### src/rtl/rr_grant_ctrl_if.sv
// Request/grant bundle between the input ports, the priority register and the
// round-robin grant controller.
interface rr_grant_ctrl_if #(
   parameter int PORTS = 4
);
   logic [PORTS-1:0] priority_order_i;
   logic [PORTS-1:0] req_i;
   logic [PORTS-1:0] tail_i;
   logic             out_ready_i;
   logic [PORTS-1:0] grant_o;
   logic [1:0]       grant_id_o;
   logic             change_order_o;
   logic             busy_o;

   // Requester/priority side drives requests and observes grants.
   modport master (
      output priority_order_i, req_i, tail_i, out_ready_i,
      input  grant_o, grant_id_o, change_order_o, busy_o
   );

   // Grant controller side.
   modport slave (
      input  priority_order_i, req_i, tail_i, out_ready_i,
      output grant_o, grant_id_o, change_order_o, busy_o
   );
endinterface

### src/rtl/rr_grant_ctrl.sv
// Round-robin grant controller: locks one requester per packet and pulses
// change_order_o once after the tail flit so the priority register rotates.
//
// state   | meaning
// IDLE    | no grant; arbitrate among req_i starting at the priority index
// LOCK    | grant held until tail transfer (or abort when ABORT_EN)
// RELEASE | one cycle, grant cleared, change_order_o high, no arbitration
module rr_grant_ctrl #(
   parameter int PORTS    = 4,
   parameter bit ABORT_EN = 1'b1
) (
   input logic           clk,
   input logic           reset,
   rr_grant_ctrl_if.slave bus
);

   typedef enum logic [1:0] {
      IDLE    = 2'd0,
      LOCK    = 2'd1,
      RELEASE = 2'd2
   } state_t;

   state_t           state_q, state_d;
   logic [PORTS-1:0] grant_q, grant_d;
   logic [1:0]       grant_id_q, grant_id_d;
   logic             change_q, change_d;
   logic             busy_q, busy_d;

   logic [1:0]       prio_idx;
   logic [1:0]       cand;
   logic [1:0]       win_idx;
   logic             win_found;
   logic             g_req;
   logic             g_tail;
   logic             xfer;
   logic             release_pkt;

   // A malformed priority vector falls back to port 0 rather than stalling.
   always_comb begin
      prio_idx = 2'd0;
      case (bus.priority_order_i)
         4'b0001: prio_idx = 2'd0;
         4'b0010: prio_idx = 2'd1;
         4'b0100: prio_idx = 2'd2;
         4'b1000: prio_idx = 2'd3;
         default: prio_idx = 2'd0;
      endcase
   end

   always_comb begin
      win_idx   = 2'd0;
      win_found = 1'b0;
      cand      = 2'd0;
      for (int i = 0; i < PORTS; i++) begin
         cand = prio_idx + 2'(i);
         if (!win_found && bus.req_i[cand]) begin
            win_idx   = cand;
            win_found = 1'b1;
         end
      end
   end

   assign g_req       = bus.req_i[grant_id_q];
   assign g_tail      = bus.tail_i[grant_id_q];
   assign xfer        = g_req & bus.out_ready_i;
   assign release_pkt = (xfer & g_tail) | (ABORT_EN & ~g_req);

   always_comb begin
      state_d    = state_q;
      grant_d    = grant_q;
      grant_id_d = grant_id_q;
      change_d   = 1'b0;
      busy_d     = busy_q;
      case (state_q)
         IDLE: begin
            if (win_found) begin
               state_d    = LOCK;
               grant_d    = PORTS'(1) << win_idx;
               grant_id_d = win_idx;
               busy_d     = 1'b1;
            end else begin
               grant_d    = '0;
               grant_id_d = 2'd0;
               busy_d     = 1'b0;
            end
         end
         LOCK: begin
            busy_d = 1'b1;
            if (release_pkt) begin
               state_d    = RELEASE;
               grant_d    = '0;
               grant_id_d = 2'd0;
               change_d   = 1'b1;
            end
         end
         RELEASE: begin
            // Priority input is stale this cycle, so no arbitration here.
            state_d    = IDLE;
            grant_d    = '0;
            grant_id_d = 2'd0;
            busy_d     = 1'b0;
         end
         default: begin
            state_d    = IDLE;
            grant_d    = '0;
            grant_id_d = 2'd0;
            busy_d     = 1'b0;
         end
      endcase
   end

   always_ff @(posedge clk or negedge reset) begin
      if (!reset) begin
         state_q    <= IDLE;
         grant_q    <= '0;
         grant_id_q <= 2'd0;
         change_q   <= 1'b0;
         busy_q     <= 1'b0;
      end else begin
         state_q    <= state_d;
         grant_q    <= grant_d;
         grant_id_q <= grant_id_d;
         change_q   <= change_d;
         busy_q     <= busy_d;
      end
   end

   assign bus.grant_o        = grant_q;
   assign bus.grant_id_o     = grant_id_q;
   assign bus.change_order_o = change_q;
   assign bus.busy_o         = busy_q;

endmodule

### src/flat_wrapper.sv
// flat-port wrapper written by rule: the top's interface ports become plain ports
module rr_grant_ctrl_flat 
#(
   parameter int PORTS    = 4,
   parameter bit ABORT_EN = 1'b1
)
  (clk, reset, bus_priority_order_i, bus_req_i, bus_tail_i, bus_out_ready_i, bus_grant_o, bus_grant_id_o, bus_change_order_o, bus_busy_o);
  rr_grant_ctrl_if #(.PORTS(PORTS)) bus_i ();
  input logic clk;
  input logic reset;
  input wire logic [$bits(bus_i.priority_order_i)-1:0] bus_priority_order_i;
  input wire logic [$bits(bus_i.req_i)-1:0] bus_req_i;
  input wire logic [$bits(bus_i.tail_i)-1:0] bus_tail_i;
  input wire logic [$bits(bus_i.out_ready_i)-1:0] bus_out_ready_i;
  output wire logic [$bits(bus_i.grant_o)-1:0] bus_grant_o;
  output wire logic [$bits(bus_i.grant_id_o)-1:0] bus_grant_id_o;
  output wire logic [$bits(bus_i.change_order_o)-1:0] bus_change_order_o;
  output wire logic [$bits(bus_i.busy_o)-1:0] bus_busy_o;
  assign bus_i.priority_order_i = bus_priority_order_i;
  assign bus_i.req_i = bus_req_i;
  assign bus_i.tail_i = bus_tail_i;
  assign bus_i.out_ready_i = bus_out_ready_i;
  assign bus_grant_o = bus_i.grant_o;
  assign bus_grant_id_o = bus_i.grant_id_o;
  assign bus_change_order_o = bus_i.change_order_o;
  assign bus_busy_o = bus_i.busy_o;
  rr_grant_ctrl #(.PORTS(PORTS), .ABORT_EN(ABORT_EN)) u_core (.clk(clk), .reset(reset), .bus(bus_i));
endmodule
### config.mk
export PLATFORM = sky130hd
export DESIGN_NAME = rr_grant_ctrl_flat
export DESIGN_NICKNAME = d
export VERILOG_FILES = /design/src/rtl/rr_grant_ctrl_if.sv /design/src/rtl/rr_grant_ctrl.sv /design/src/flat_wrapper.sv
export SDC_FILE = /design/constraint.sdc
export NUM_CORES = 1
export LEC_CHECK = 0
export BUFFER_PORTS_ARGS = -buffer_cell sky130_fd_sc_hd__buf_4
export CAP_MARGIN = 20
export CELL_PAD_IN_SITES_DETAIL_PLACEMENT = 2
export CELL_PAD_IN_SITES_GLOBAL_PLACEMENT = 2
export CORE_MARGIN = 3
export CORE_UTILIZATION = 28
export DETAILED_ROUTE_END_ITERATION = 8
export PLACE_DENSITY_LB_ADDON = 0.05
export SLEW_MARGIN = 10
export SYNTH_ARGS = -nofsm -noshare
export SYNTH_HDL_FRONTEND = slang
export SYNTH_SLANG_ARGS = --single-unit
### constraint.sdc
create_clock -name clk -period 1.8 [get_ports clk]
set_clock_uncertainty 0.15 [all_clocks]
set_input_delay 0.36 -clock clk [delete_from_list [all_inputs] [get_ports clk]]
set_output_delay 0.36 -clock clk [all_outputs]
set_load 0.005 [all_outputs]
==> results of run 1 <==
final cells by class:
cell class	count	area, sq um
fillers	255	1290
multi-input cells	58	409
flip-flops and latches	10	250
repair buffers	30	240
clock buffers	4	36.3
well taps	28	35.0
inverters	3	11.3
per-stage QoR:
stage | hold slack [ps] | instances | util | worst slack (ps) | setup TNS (ps)
after floorplan | -85.6 | 74 | - | 26.7 | 0
after global placement | 45.5 | 128 | 0.411 | -53.1 | -173
after detailed placement | 48.2 | 128 | 0.411 | -116 | -458
after CTS | 297 | 133 | 0.432 | 146 | 0
after global routing | 321 | 133 | 0.432 | 42.9 | 0
final | 305 | 133 | 0.432 | 175 | 0
layout by cell type, fill, tap and decap left out, types with 2 or more instances in the layout:
| cell type | Yosys | routed |
|---|---|---|
| nor2b_1 | 4 | 4 |
| buf_4 | 0 | 28 |
| nor3_1 | 4 | 4 |
| a21oi_1 | 3 | 3 |
| o21ai_0 | 5 | 5 |
| clkbuf_4 | 0 | 3 |
| inv_1 | 3 | 3 |
| or2_1 | 2 | 2 |
| and4bb_2 | 2 | 2 |
| o31ai_1 | 2 | 2 |
| a21boi_0 | 4 | 4 |
| dfrtp_1 | 10 | 10 |
| a32o_1 | 2 | 2 |
| nand2_1 | 5 | 5 |
| nor2_1 | 6 | 6 |
| o21ai_1 | 2 | 2 |
critical path, cell delays in order:
cell and delay, ps:
buf_4 140, nor4b_1 330, a221oi_1 130, o21ai_1 190
o2111ai_2 210, a32o_1 270
worst max-delay path by stage:
stage,slack (ps),startpoint,cells past startpoint,endpoint
6_report,170,bus_priority_order_i[2],6,u_core.bus.grant_o[2]
5_1_grt,40,u_core.bus.grant_id_o[0],4,u_core.bus.grant_o[1]
4_1_cts,150,u_core.bus.grant_id_o[0],3,u_core.bus.grant_o[2]
2_1_floorplan,30,bus_req_i[3],5,u_core.state_q[0]
3_5_place_dp,-120,bus_priority_order_i[2],6,u_core.bus.grant_o[2]
3_3_place_gp,-50,bus_priority_order_i[3],6,u_core.bus.grant_o[1]
power groups by stage:
stage / Combinational (W) / Clock (W) / Sequential, W
after global placement: 0.000363 / 0 / 0.000362
after floorplan: 0.000178 / 0 / 0.000361
after CTS: 0.000372 / 0.000210 / 0.000363
final: 0.000364 / 0.000199 / 0.000362
after global routing: 0.000409 / 0.000225 / 0.000375
after detailed placement: 0.000368 / 0 / 0.000367
timing repair:
item,4_1_cts,5_1_grt
hold buffers,1,0
endpoints found under the hold margin,10,0
endpoints found under the setup margin,0,0
layer usage:
metal  vias to the layer above  track usage  share of wire
met4                         0       0.0208              0
met1                       325        0.200           0.51
met5                         -            0              0
met2                        21        0.186           0.43
met3                         0       0.0650          0.067
li1                        342            -              -
logic make-up after synthesis:
kind of cell              synth area share
AOI/OAI and AO/OA                    0.273
xor gates and xnor gates            0.0127
buffers and inverters               0.0470
DFF                                  0.362
muxes                               0.0325
and+or+nand+nor                      0.273
state kept, by name, summed over array words and instances (netlist names):
name                       count
u_core.bus.grant_o             4
u_core.bus.grant_id_o          2
u_core.state_q                 2
u_core.bus.busy_o              1
u_core.bus.change_order_o      1
==> flow_metrics.env, run 1 <==
export IMPL_status="finished, final reports clean"
export IMPL_worstPathArrival_ps=1630
export IMPL_period_needed_ps=1630
export IMPL_num_io_pins=23
export IMPL_crit_type="input port to flop"
export IMPL_final_area_sq_um=982
export IMPL_maxSlewHeadroom=0.702
export IMPL_synth_edff_count=0
export IMPL_reg2reg_from="u_core.bus.grant_id_o[0]"
export IMPL_rr_worst_depth=3
export IMPL_cts_tree="built"
export IMPL_dr_pass1_iters=4
export IMPL_grt_max_degree=11
export IMPL_peakVddDrop_v=0.000742
export IMPL_power_w=0.000925
export IMPL_syn_inst=74
export IMPL_drive_gt1_frac=0.390
export IMPL_synthesis_area_sq_um=692
export IMPL_clockBufferDepth=2
export IMPL_placed_area_sq_um=936
export IMPL_ys_warn_count=0
export IMPL_cts_buffers_inserted=3
export IMPL_cp_start_kind="input port"
export IMPL_synthFlopType="dfrtp_1"
export IMPL_synth_top_area_cell="dfrtp_1"
export IMPL_synth_seq_cells=10
export IMPL_r2r_end="u_core.bus.grant_o[2]"
export IMPL_antenna_found_initial=0
export IMPL_clk_latency_ps=270
export IMPL_yosysUniqueCellTypes=34
export IMPL_tightest_slew_ps=444
export IMPL_slew_viol_final=0
export IMPL_setup_viol=0
export IMPL_cts_resized=0
export IMPL_die_x_um=55.7
export IMPL_combPwrFrac=0.394
export IMPL_cp_max_fo=9
export IMPL_fin_crit_sh=0.903
export IMPL_rsz0062_at_grt="no"
export IMPL_fp_row_count=17
export IMPL_grt_pass1_wl_um=3440
export IMPL_endpoint_kind="flop"
export IMPL_diodes=0
export IMPL_synth_most_common_cell="dfrtp_1"
export IMPL_fmax_mhz=615
export IMPL_fp_dieArea_sq_um=3100
export IMPL_overflow=0
export IMPL_clk_pin_slew_ps=60
export IMPL_core_area_sq_um=2280
export IMPL_grt_pass1_vias=731
export IMPL_synthArstFlopShare=1.00
export IMPL_fp_dieH_um=55.7
export IMPL_grt_use_total=0.138
export IMPL_hpwl_um=1590
export IMPL_power_leakage_nw=0.438
export IMPL_power_density_nw_per_um2=942
export IMPL_wirelength_um=1940
export IMPL_maxCapViolations=0
export IMPL_yosysTopAreaCellShare=0.362
export IMPL_ff2ff_setup_slack_ps=180
export IMPL_syn_to_final_growth_pct=42.0
export IMPL_pwr_share_clk=0.215
export IMPL_final_nets=121
export IMPL_cp_required_ps=1810
export IMPL_first_iter_violations=15
export IMPL_syn_num_nets=89
export IMPL_ys_top_cells_by_count="10 x dfrtp_1, 6 x nor2_1, 5 x nand2_1, 5 x o21ai_0"
export IMPL_internal_power_w=0.000625
export IMPL_htreeDepth=1
export IMPL_wl_per_cell_um=14.6
export IMPL_num_vias=688
export IMPL_port_buffers=22
export IMPL_min_path_type="input port to asynchronous set/reset pin"
export IMPL_syn_avg_cell_area_sq_um=9.35
export IMPL_power_switching_w=0.000300
export IMPL_start_util=0.304
export IMPL_switching_share=0.325
export IMPL_p_seq_frac=0.391
export IMPL_ys_top_cells_by_area="dfrtp_1 36%, a21boi_0 4.3%, and4bb_2 3.6%, nor2b_1 3.6%, o21ai_0 3.6%"
export IMPL_detail_route_antenna_nets=0
export IMPL_cts_sinks=10
export IMPL_hold_viol_final=0
export IMPL_viasPerCell=5.17
export IMPL_cts_root_buf="clkbuf_4"
export IMPL_ys_seq_area_frac=0.362
export IMPL_cts_setup_buffers=0
export IMPL_remaining_drc_errors=0
export IMPL_place_gp_congestion=0.833
Power figures use the tool's default switching activity.
==> run 2: changes to the inputs <==
--- a/config.mk
+++ b/config.mk
@@ -12,7 +12,7 @@
 export CORE_MARGIN = 3
 export CORE_UTILIZATION = 28
 export DETAILED_ROUTE_END_ITERATION = 8
-export PLACE_DENSITY_LB_ADDON = 0.05
+export PLACE_DENSITY = 0.75
 export SLEW_MARGIN = 10
 export SYNTH_ARGS = -nofsm -noshare
 export SYNTH_HDL_FRONTEND = slang
==> run 2 against run 1 <==
Critical path depth down 2. Routed wire length up 16%. Register-to-register slack worse by 70 ps. Via count up 3.8%. Sequential share of layout area up 0.73 points. Cell count down 1.5%. Die area unchanged. Core utilization down 1.2 points. Sequential power about the same. Global-route usage up 1.5 points. Critical path type is now flop to flop. Largest cell class unchanged. Highest routed layer is now met4.
==> flow_metrics.env, run 2 (synthesized netlist as in run 1, its figures left out) <==
export IMPL_endpoint_kind="flop"
export IMPL_setup_viol=0
export IMPL_totalNegativeSetupSlack_ps=0
export IMPL_clk_pin_slew_ps=60
export IMPL_tightest_slew_ps=499
export IMPL_remaining_drc_errors=0
export IMPL_core_area_sq_um=2280
export IMPL_grt_use_total=0.153
export IMPL_cts_sinks=10
export IMPL_power_density_nw_per_um2=933
export IMPL_slew_viol_final=0
export IMPL_fmax_mhz=591
export IMPL_diodes=0
export IMPL_largest_reg_flops=4
export IMPL_min_path_type="input port to asynchronous set/reset pin"
export IMPL_cp_max_fo=7
export IMPL_port_buffers=22
export IMPL_fp_row_count=17
export IMPL_overflow=0
export IMPL_final_common_cell="buf_4"
export IMPL_fp_dieArea_sq_um=3100
export IMPL_peakVddDrop_v=0.000628
export IMPL_maxSlewHeadroom=0.666
export IMPL_clockBufferDepth=2
export IMPL_hpwl_um=1830
export IMPL_period_needed_ps=1690
export IMPL_drive_gt1_frac=0.388
export IMPL_status="finished, final reports clean"
export IMPL_num_vias=714
export IMPL_worst_hold_slack_ps=324
export IMPL_grt_pass1_wl_um=3750
export IMPL_detail_route_antenna_nets=0
export IMPL_grt_max_degree=11
export IMPL_layout_common_cells="28 x buf_4, 10 x dfrtp_1, 6 x nor2_1, 5 x nand2_1, 5 x o21ai_0"
export IMPL_hold_viol_final=0
export IMPL_fp_dieH_um=55.7
export IMPL_wl_per_cell_um=17.2
export IMPL_wirelength_um=2250
export IMPL_antenna_found_initial=0
export IMPL_rsz0062_at_grt="no"
export IMPL_cp_start_kind="flop"
export IMPL_dp_cells=127
export IMPL_dp_slack_ps=-185
export IMPL_cts_buffers_inserted=3
export IMPL_die_x_um=55.7
export IMPL_viasPerCell=5.45
export IMPL_power_w=0.000891
export IMPL_reg2reg_from="u_core.bus.grant_id_o[0]"
export IMPL_worstPathArrival_ps=1720
export IMPL_setup_ws_ps=107
export IMPL_crit_type="flop to flop"
export IMPL_fin_crit_sh=0.940
export IMPL_first_iter_violations=5
export IMPL_start_util=0.304
export IMPL_ff2ff_setup_slack_ps=110
export IMPL_final_nets=120
export IMPL_startpoint="u_core.bus.grant_id_o[0]"
export IMPL_syn_to_final_growth_pct=38.0
export IMPL_htreeDepth=1
export IMPL_place_gp_congestion=0.767
export IMPL_fin_cells=131
export IMPL_cp_required_ps=1830
export IMPL_dr_pass1_iters=4
export IMPL_cts_root_buf="clkbuf_4"
export IMPL_clk_latency_ps=260
export IMPL_maxCapViolations=0
export IMPL_grt_pass1_vias=767
export IMPL_num_io_pins=23
export IMPL_power_leakage_nw=0.423
export IMPL_cts_tree="built"
[run 2: worst paths after layout]
kind | end | cells after the start
setup / recovery | u_core.bus.grant_id_o[0] | 4
hold / removal | u_core.bus.change_order_o | 2
setup reg to reg | u_core.bus.grant_id_o[0] | 4
hold reg to reg | u_core.bus.grant_o[3] | 2
max in group asynchronous | u_core.bus.busy_o | 2
min in group clk | u_core.bus.grant_o[3] | 2
[run 2: area by class of cell]
type                       instances  area [sq um]
clock buffer                       3          22.5
fill                             257          1320
inverter                           3          11.3
multi-input combinational         58           415
sequential                        10           250
tap                               28          35.0
timing repair buffer              29           220
[run 2: stage by stage]
stage          area [sq um]  utilization
2_1_floorplan           692            -
3_3_place_gp            916        0.402
3_5_place_dp            916        0.402
4_1_cts                 948        0.417
5_1_grt                 955        0.419
6_report                955        0.419
[run 2: worst max-delay path: stages, from the launching register on]
cell and delay [ps]:
dfrtp_1 420, mux4_2 370, nor3b_2 450, nand2_1 120, o21ai_0 100
[run 2: routing by layer]
metal / global-route usage / share of wire
met5: 0 / 0
met1: 0.185 / 0.44
met2: 0.253 / 0.50
met4: 0.0521 / 0.013
met3: 0.0487 / 0.053
[run 2: repair_timing]
item | in CTS | in global routing
hold endpoints to repair | 10 | 0
setup buffers | 0 | 0
resized for setup | 0 | 1
setup endpoints to repair | 0 | 5
hold buffers | 1 | 0
[run 2: power breakdown]
part	internal [W]	switching [W]	total (W)	leakage (nW)
clock network	0.0000771	0.0000729	0.000150	0.0138
registers	0.000304	0.0000617	0.000365	0.129
logic	0.000195	0.000180	0.000375	0.280
total	0.000576	0.000315	0.000891	0.423
